--- config.mk ---
export PLATFORM = sky130hd
export DESIGN_NAME = ntt_butterfly_sequencer
export DESIGN_NICKNAME = d
export VERILOG_FILES = /design/src/rtl/ntt_butterfly_sequencer.sv
export SDC_FILE = /design/constraint.sdc
export NUM_CORES = 1
export LEC_CHECK = 0
export CAP_MARGIN = 20
export CORE_MARGIN = 3
export CORE_UTILIZATION = 55
export CTS_CLUSTER_DIAMETER = 200
export DETAILED_ROUTE_END_ITERATION = 8
export DONT_BUFFER_PORTS = 1
export PLACE_DENSITY = 0.72
export SLEW_MARGIN = 20
export SYNTH_ARGS = -nofsm -noshare
export SYNTH_HDL_FRONTEND = slang
export SYNTH_SLANG_ARGS = --single-unit
--- constraint.sdc ---
create_clock -name clk -period 3 [get_ports clk]
set_input_delay 0.45 -clock clk [delete_from_list [all_inputs] [get_ports clk]]
set_output_delay 0.45 -clock clk [all_outputs]
set_load 0.01 [all_outputs]
--- src/rtl/ntt_butterfly_sequencer.sv ---
// Issue sequencer for the PE0 butterfly: walks all 896 butterflies of a Kyber
// NTT/INTT pass and emits read, PE-valid and latency-matched writeback streams.
module ntt_butterfly_sequencer #(
    parameter int unsigned MEM_LAT   = 1,
    parameter int unsigned PE_LAT    = 4,
    parameter logic [3:0]  CTRL_NTT  = 4'b0000,
    parameter logic [3:0]  CTRL_INTT = 4'b0001
) (
    input  logic       clk,
    input  logic       rst,
    input  logic       start_i,
    input  logic       mode_i,
    output logic       busy_o,
    output logic       done_o,
    output logic       rd_en_o,
    output logic [7:0] rd_addr_a_o,
    output logic [7:0] rd_addr_b_o,
    output logic [6:0] zeta_idx_o,
    output logic       pe_valid_o,
    output logic [3:0] pe_ctrl_o,
    output logic       wr_en_o,
    output logic [7:0] wr_addr_a_o,
    output logic [7:0] wr_addr_b_o
);

    localparam int unsigned L        = MEM_LAT + PE_LAT;
    localparam logic [7:0]  GAP_LAST = 8'(L - 1);

    typedef enum logic [2:0] {
        ST_IDLE  = 3'd0,
        ST_RUN   = 3'd1,
        ST_GAP   = 3'd2,
        ST_DRAIN = 3'd3,
        ST_DONE  = 3'd4
    } state_t;

    state_t     state_r, state_nxt_s;
    logic       mode_r, mode_nxt_s;
    logic [6:0] idx_r, idx_nxt_s;
    logic [2:0] layer_r, layer_nxt_s;
    logic [6:0] k_r, k_nxt_s;
    logic [7:0] gap_r, gap_nxt_s;

    logic [7:0] len_s, mask_s, len_nxt_s;
    logic       last_in_group_s, last_of_pass_s;

    logic       rd_en_nxt_s, busy_nxt_s, done_nxt_s;
    logic [7:0] rd_a_nxt_s, rd_b_nxt_s;
    logic [6:0] k_out_nxt_s;
    logic [3:0] ctrl_cur_s;

    logic       busy_r, done_r, rd_en_r;
    logic [7:0] rd_a_r, rd_b_r;
    logic [6:0] zeta_r;

    logic [L-1:0] en_pipe_r;
    logic [7:0]   a_pipe_r    [L];
    logic [7:0]   b_pipe_r    [L];
    logic [3:0]   ctrl_pipe_r [MEM_LAT];

    // Butterfly span of a layer: NTT halves from 128, INTT doubles from 2.
    function automatic logic [7:0] len_of(input logic [2:0] layer, input logic mode);
        len_of = mode ? (8'd2 << layer) : (8'd128 >> layer);
    endfunction

    // Index a of issue idx: a zero bit is inserted at position log2(len).
    function automatic logic [7:0] addr_of(input logic [6:0] idx, input logic [7:0] len);
        logic [7:0] ix;
        logic [7:0] mask;
        ix      = {1'b0, idx};
        mask    = len - 8'd1;
        addr_of = ((ix & ~mask) << 3'd1) | (ix & mask);
    endfunction

    assign len_s           = len_of(layer_r, mode_r);
    assign mask_s          = len_s - 8'd1;
    assign last_in_group_s = (({1'b0, idx_r} & mask_s) == mask_s);
    assign last_of_pass_s  = (layer_r == 3'd6) && (idx_r == 7'd127);

    // FSM state register together with its layer/issue/twiddle/gap counters.
    always_ff @(posedge clk) begin
        if (rst) begin
            state_r <= ST_IDLE;
            mode_r  <= 1'b0;
            idx_r   <= 7'd0;
            layer_r <= 3'd0;
            k_r     <= 7'd0;
            gap_r   <= 8'd0;
        end else begin
            state_r <= state_nxt_s;
            mode_r  <= mode_nxt_s;
            idx_r   <= idx_nxt_s;
            layer_r <= layer_nxt_s;
            k_r     <= k_nxt_s;
            gap_r   <= gap_nxt_s;
        end
    end

    // Next-state and counter update logic.
    always_comb begin
        state_nxt_s = state_r;
        mode_nxt_s  = mode_r;
        idx_nxt_s   = idx_r;
        layer_nxt_s = layer_r;
        k_nxt_s     = k_r;
        gap_nxt_s   = gap_r;
        case (state_r)
            ST_IDLE: begin
                if (start_i) begin
                    state_nxt_s = ST_RUN;
                    mode_nxt_s  = mode_i;
                    idx_nxt_s   = 7'd0;
                    layer_nxt_s = 3'd0;
                    k_nxt_s     = mode_i ? 7'd127 : 7'd1;
                    gap_nxt_s   = 8'd0;
                end else begin
                    state_nxt_s = ST_IDLE;
                end
            end
            ST_RUN: begin
                if (idx_r == 7'd127) begin
                    idx_nxt_s = 7'd0;
                    gap_nxt_s = 8'd0;
                    if (layer_r == 3'd6) begin
                        state_nxt_s = ST_DRAIN;
                    end else begin
                        state_nxt_s = ST_GAP;
                        layer_nxt_s = layer_r + 3'd1;
                    end
                end else begin
                    idx_nxt_s = idx_r + 7'd1;
                end
                // k stops on the final group so it never steps past 127 or 1.
                if (last_in_group_s && !last_of_pass_s) begin
                    k_nxt_s = mode_r ? (k_r - 7'd1) : (k_r + 7'd1);
                end else begin
                    k_nxt_s = k_r;
                end
            end
            ST_GAP: begin
                if (gap_r == GAP_LAST) begin
                    state_nxt_s = ST_RUN;
                    gap_nxt_s   = 8'd0;
                end else begin
                    gap_nxt_s = gap_r + 8'd1;
                end
            end
            ST_DRAIN: begin
                if (gap_r == GAP_LAST) begin
                    state_nxt_s = ST_DONE;
                    gap_nxt_s   = 8'd0;
                end else begin
                    gap_nxt_s = gap_r + 8'd1;
                end
            end
            ST_DONE: begin
                state_nxt_s = ST_IDLE;
                mode_nxt_s  = 1'b0;
                idx_nxt_s   = 7'd0;
                layer_nxt_s = 3'd0;
                k_nxt_s     = 7'd0;
                gap_nxt_s   = 8'd0;
            end
            default: begin
                state_nxt_s = ST_IDLE;
                mode_nxt_s  = 1'b0;
                idx_nxt_s   = 7'd0;
                layer_nxt_s = 3'd0;
                k_nxt_s     = 7'd0;
                gap_nxt_s   = 8'd0;
            end
        endcase
    end

    // Output decode from the upcoming state so the issue port is registered.
    always_comb begin
        len_nxt_s   = len_of(layer_nxt_s, mode_nxt_s);
        rd_en_nxt_s = (state_nxt_s == ST_RUN);
        busy_nxt_s  = (state_nxt_s == ST_RUN) || (state_nxt_s == ST_GAP) ||
                      (state_nxt_s == ST_DRAIN);
        done_nxt_s  = (state_nxt_s == ST_DONE);
        if (rd_en_nxt_s) begin
            rd_a_nxt_s  = addr_of(idx_nxt_s, len_nxt_s);
            rd_b_nxt_s  = addr_of(idx_nxt_s, len_nxt_s) | len_nxt_s;
            k_out_nxt_s = k_nxt_s;
        end else begin
            rd_a_nxt_s  = 8'd0;
            rd_b_nxt_s  = 8'd0;
            k_out_nxt_s = 7'd0;
        end
    end

    // Registered issue-side outputs.
    always_ff @(posedge clk) begin
        if (rst) begin
            busy_r  <= 1'b0;
            done_r  <= 1'b0;
            rd_en_r <= 1'b0;
            rd_a_r  <= 8'd0;
            rd_b_r  <= 8'd0;
            zeta_r  <= 7'd0;
        end else begin
            busy_r  <= busy_nxt_s;
            done_r  <= done_nxt_s;
            rd_en_r <= rd_en_nxt_s;
            rd_a_r  <= rd_a_nxt_s;
            rd_b_r  <= rd_b_nxt_s;
            zeta_r  <= k_out_nxt_s;
        end
    end

    assign ctrl_cur_s = rd_en_r ? (mode_r ? CTRL_INTT : CTRL_NTT) : 4'b0000;

    // Free-running delay lines; PE valid taps the shared enable line at MEM_LAT.
    always_ff @(posedge clk) begin
        if (rst) begin
            en_pipe_r <= '0;
            for (int i = 0; i < int'(L); i++) begin
                a_pipe_r[i] <= 8'd0;
                b_pipe_r[i] <= 8'd0;
            end
            for (int i = 0; i < int'(MEM_LAT); i++) begin
                ctrl_pipe_r[i] <= 4'b0000;
            end
        end else begin
            en_pipe_r[0] <= rd_en_r;
            a_pipe_r[0]  <= rd_a_r;
            b_pipe_r[0]  <= rd_b_r;
            for (int i = 1; i < int'(L); i++) begin
                en_pipe_r[i] <= en_pipe_r[i-1];
                a_pipe_r[i]  <= a_pipe_r[i-1];
                b_pipe_r[i]  <= b_pipe_r[i-1];
            end
            ctrl_pipe_r[0] <= ctrl_cur_s;
            for (int i = 1; i < int'(MEM_LAT); i++) begin
                ctrl_pipe_r[i] <= ctrl_pipe_r[i-1];
            end
        end
    end

    assign busy_o      = busy_r;
    assign done_o      = done_r;
    assign rd_en_o     = rd_en_r;
    assign rd_addr_a_o = rd_a_r;
    assign rd_addr_b_o = rd_b_r;
    assign zeta_idx_o  = zeta_r;
    assign pe_valid_o  = en_pipe_r[MEM_LAT-1];
    assign pe_ctrl_o   = ctrl_pipe_r[MEM_LAT-1];
    assign wr_en_o     = en_pipe_r[L-1];
    assign wr_addr_a_o = a_pipe_r[L-1];
    assign wr_addr_b_o = b_pipe_r[L-1];

endmodule

==> reports/qor.txt <==
Synth-to-Final Area Change -> 16.4%
Crit path DAT -> 3.33 ns
GP Congestion -> 0.888
Clock transition at path regs -> 0.06 ns
Min setup slack post-route -> 0.121 ns
Final Hold Fails -> 0
Total power -> 0.00451 W
Most frequent cells in the layout -> dfxtp_1, nor2b_1, nor2_1, buf_4, nand2_1
Post-synthesis cell area -> 5890 um2
CTS Buffer Depth -> 2
Worst Tran Pin Value -> 0.524 ns
DRC viols -> 0
Startpoint type of the worst setup path -> flop
Slowest cell on crit path -> or4_4
Max Fclk -> 0.347 GHz
Root Driver -> clkbuf_8
Peak supply drop -> 0.447 mV
DRT Pass-1 Iters -> 4
Status -> finished clean
Crit Path Max Fanout -> 5
Setup CP Type -> flop to flop
Post-synthesis sequential area ratio -> 47.9%
Die W -> 110 um
Post-DP HPWL -> 8320 um
CTS tree -> yes
Post-synth top flop -> dfxtp_1
Total Routed Length -> 12500 um
Leakage -> 2.63 nW
Final net count -> 650
Vias -> 4324
Global-route wire length before repair -> 20200 um
WL/cell -> 16.1 um
Via density -> 5.56
Post-Syn Area per Cell -> 9.54 um2
Asr flop ratio synth -> 0%
XOR/XNOR share of the synthesized area -> 3.27%
Max cap viols -> 0
Mux cell area share after synthesis -> 0.679%
Largest family of logic cells by synthesized area -> simple AND/OR/NAND/NOR gates
I/O Pins -> 52
CTS Buf Count -> 17
Largest net degree at the start of global routing -> 93
Critical Path Max Stage Delay -> 0.56 ns
Initial antenna violation count -> 0
Vias in the first global route -> 4089
Post-synth EDFFs -> 0
PwrDens -> 657 nW/um2
Cell Rows -> 37
Post-Synth Simple-Gate Area -> 24.2%
Fin Clk Skew -> 0.0102 ns
Period utilization -> 96.0%
CP Capture Type -> flop
Port Buffer Count -> 0
H-tree levels -> 4
Worst Path Required -> 3.45 ns
Post-synthesis register bit count -> 141
Synth Area in Compound Gates -> 13.9%
Place WS -> -0.0111 ns
Commonest non-fill, non-tap cell in the layout -> dfxtp_1
Hold Path Class -> input port to flop
Synth unique cells -> 83
Antenna viol nets, final -> 0
Core Box Area -> 10400 um2
Clk sinks -> 141
CP cell instances -> ha_1, ha_1, or4_4, and3_1, nand2_4, nor2_1, o21ai_1, ha_2, clkbuf_2, o21ai_2, o22ai_1, a2111oi_2, nor2_1
GRT Residual Overflow -> 0
DIE HEIGHT -> 110 um
Max_slew headroom -> 65.0%
Final worst path period need -> 2.88 ns
Synth Area in Adders -> 3.74%
Total die area -> 12000 um2
Initial Util -> 56.8%
Max Transition Viols Final -> 0
Synth warn -> 0
DR iter-0 viols -> 306
Finish-stage setup viols -> 0
Clock Latency Late Sink -> 0.52 ns
Share of layout cells above drive strength 1 -> 17.5%
Cells after Synth -> 618
Total GRT Usage -> 21.8%
cell type report:
type,count,area (um2)
Timing Repair Buffer,44,354
Clock buffer,17,414
Inverter,14,52.6
Sequential cell,141,2820
Fill cell,799,3510
Multi-Input combinational cell,411,2810
Clock inverter,13,238
Tap cell,136,170
Antenna cell,1,2.50
cell usage after synthesis (all sizes together) (5+ instances only):
master,instances,share of area (%)
nand3,9,1.1
dfxtp,141,48
nor3,13,1.3
clkbuf,18,1.1
nor2b,94,10
inv,14,0.89
buf,36,4.2
a31oi,6,0.74
nand2,38,2.6
nand2b,7,0.74
xnor2,13,1.9
nor4,5,0.79
and2,5,0.53
o21ai,19,1.7
ha,16,3.4
o22ai,13,1.6
a21oi,34,3.0
xor2,9,1.3
nor2,49,3.1
metrics by stage:
step | instances | utilization (%) | area (um2) | hold WS [ns] | setup TNS, ns
after floorplan | 620 | - | 5920 | 0.414 | 0
after global placement | 736 | 58.1 | 6020 | 0.416 | 0
after detailed placement | 736 | 58.1 | 6020 | 0.420 | -0.0111
after CTS | 768 | 64.7 | 6710 | 0.173 | 0
after global routing | 776 | 66.1 | 6860 | 0.193 | -0.0201
final | 777 | 66.2 | 6860 | 0.189 | 0
sequential cells by signal (all words and copies together), names as in the netlist:
name	flops
busy_o	1
zeta_idx_o	7
done_o	1
idx_r	7
mode_r	1
rd_addr_a_o	8
gap_r	8
rd_en_o	1
b_pipe_r	40
state_r	3
a_pipe_r	40
en_pipe_r	5
layer_r	3
k_r	7
ctrl_pipe_r	1
rd_addr_b_o	8
critical path: cells and delay by family (launching register included):
family	cells	cell delay (ns)
simple gates	5	0.99
buf+inv	1	0.19
flops	1	0.33
compound gates	4	0.52
fa+ha+maj	3	0.78
logic make-up (layout without fill, tap and decap cells):
logic type      Yosys count  count (layout)
buf+inv                  68              88
simple gates            248             248
fa+ha+maj                17              17
mux                       4               4
compound gates          117             117
other cells               1               4
xor+xnor                 22              22
flops                   141             141
power breakdown:
| group | internal (W) | total, W | leakage (nW) | switching, W |
|---|---|---|---|---|
| Combinational | 0.000107 | 0.000278 | 1.17 | 0.000171 |
| Clock | 0.00152 | 0.00229 | 0.319 | 0.000777 |
| Sequential | 0.00191 | 0.00194 | 1.14 | 0.0000316 |
worst paths after layout:
path / startpoint / to / slack, ns / cells after the start
worst max-delay path: layer_r[0] / rd_addr_b_o[4] / 0.12 / 13
worst min-delay path: start_i / busy_o / 0.19 / 2
worst max register to register: layer_r[0] / rd_addr_b_o[4] / 0.12 / 13
worst min register to register: b_pipe_r[0][12] / b_pipe_r[0][20] / 0.43 / 1
per-layer routing:
metal	part of all wire, %	GRT usage [%]
met5	0	0
met4	2.5	10.8
met3	6.5	5.81
met2	49	36.8
met1	42	25.5
timing repair:
action / 4_1_cts / 5_1_grt
pin swaps: 0 / 4
hold buffers: 2 / 0
gates resized for setup: 1 / 19
setup buffers: 0 / 8
endpoints found under the setup margin: 3 / 24
hold endpoints to repair: 92 / 0
(Power assumes the default switching activity.)
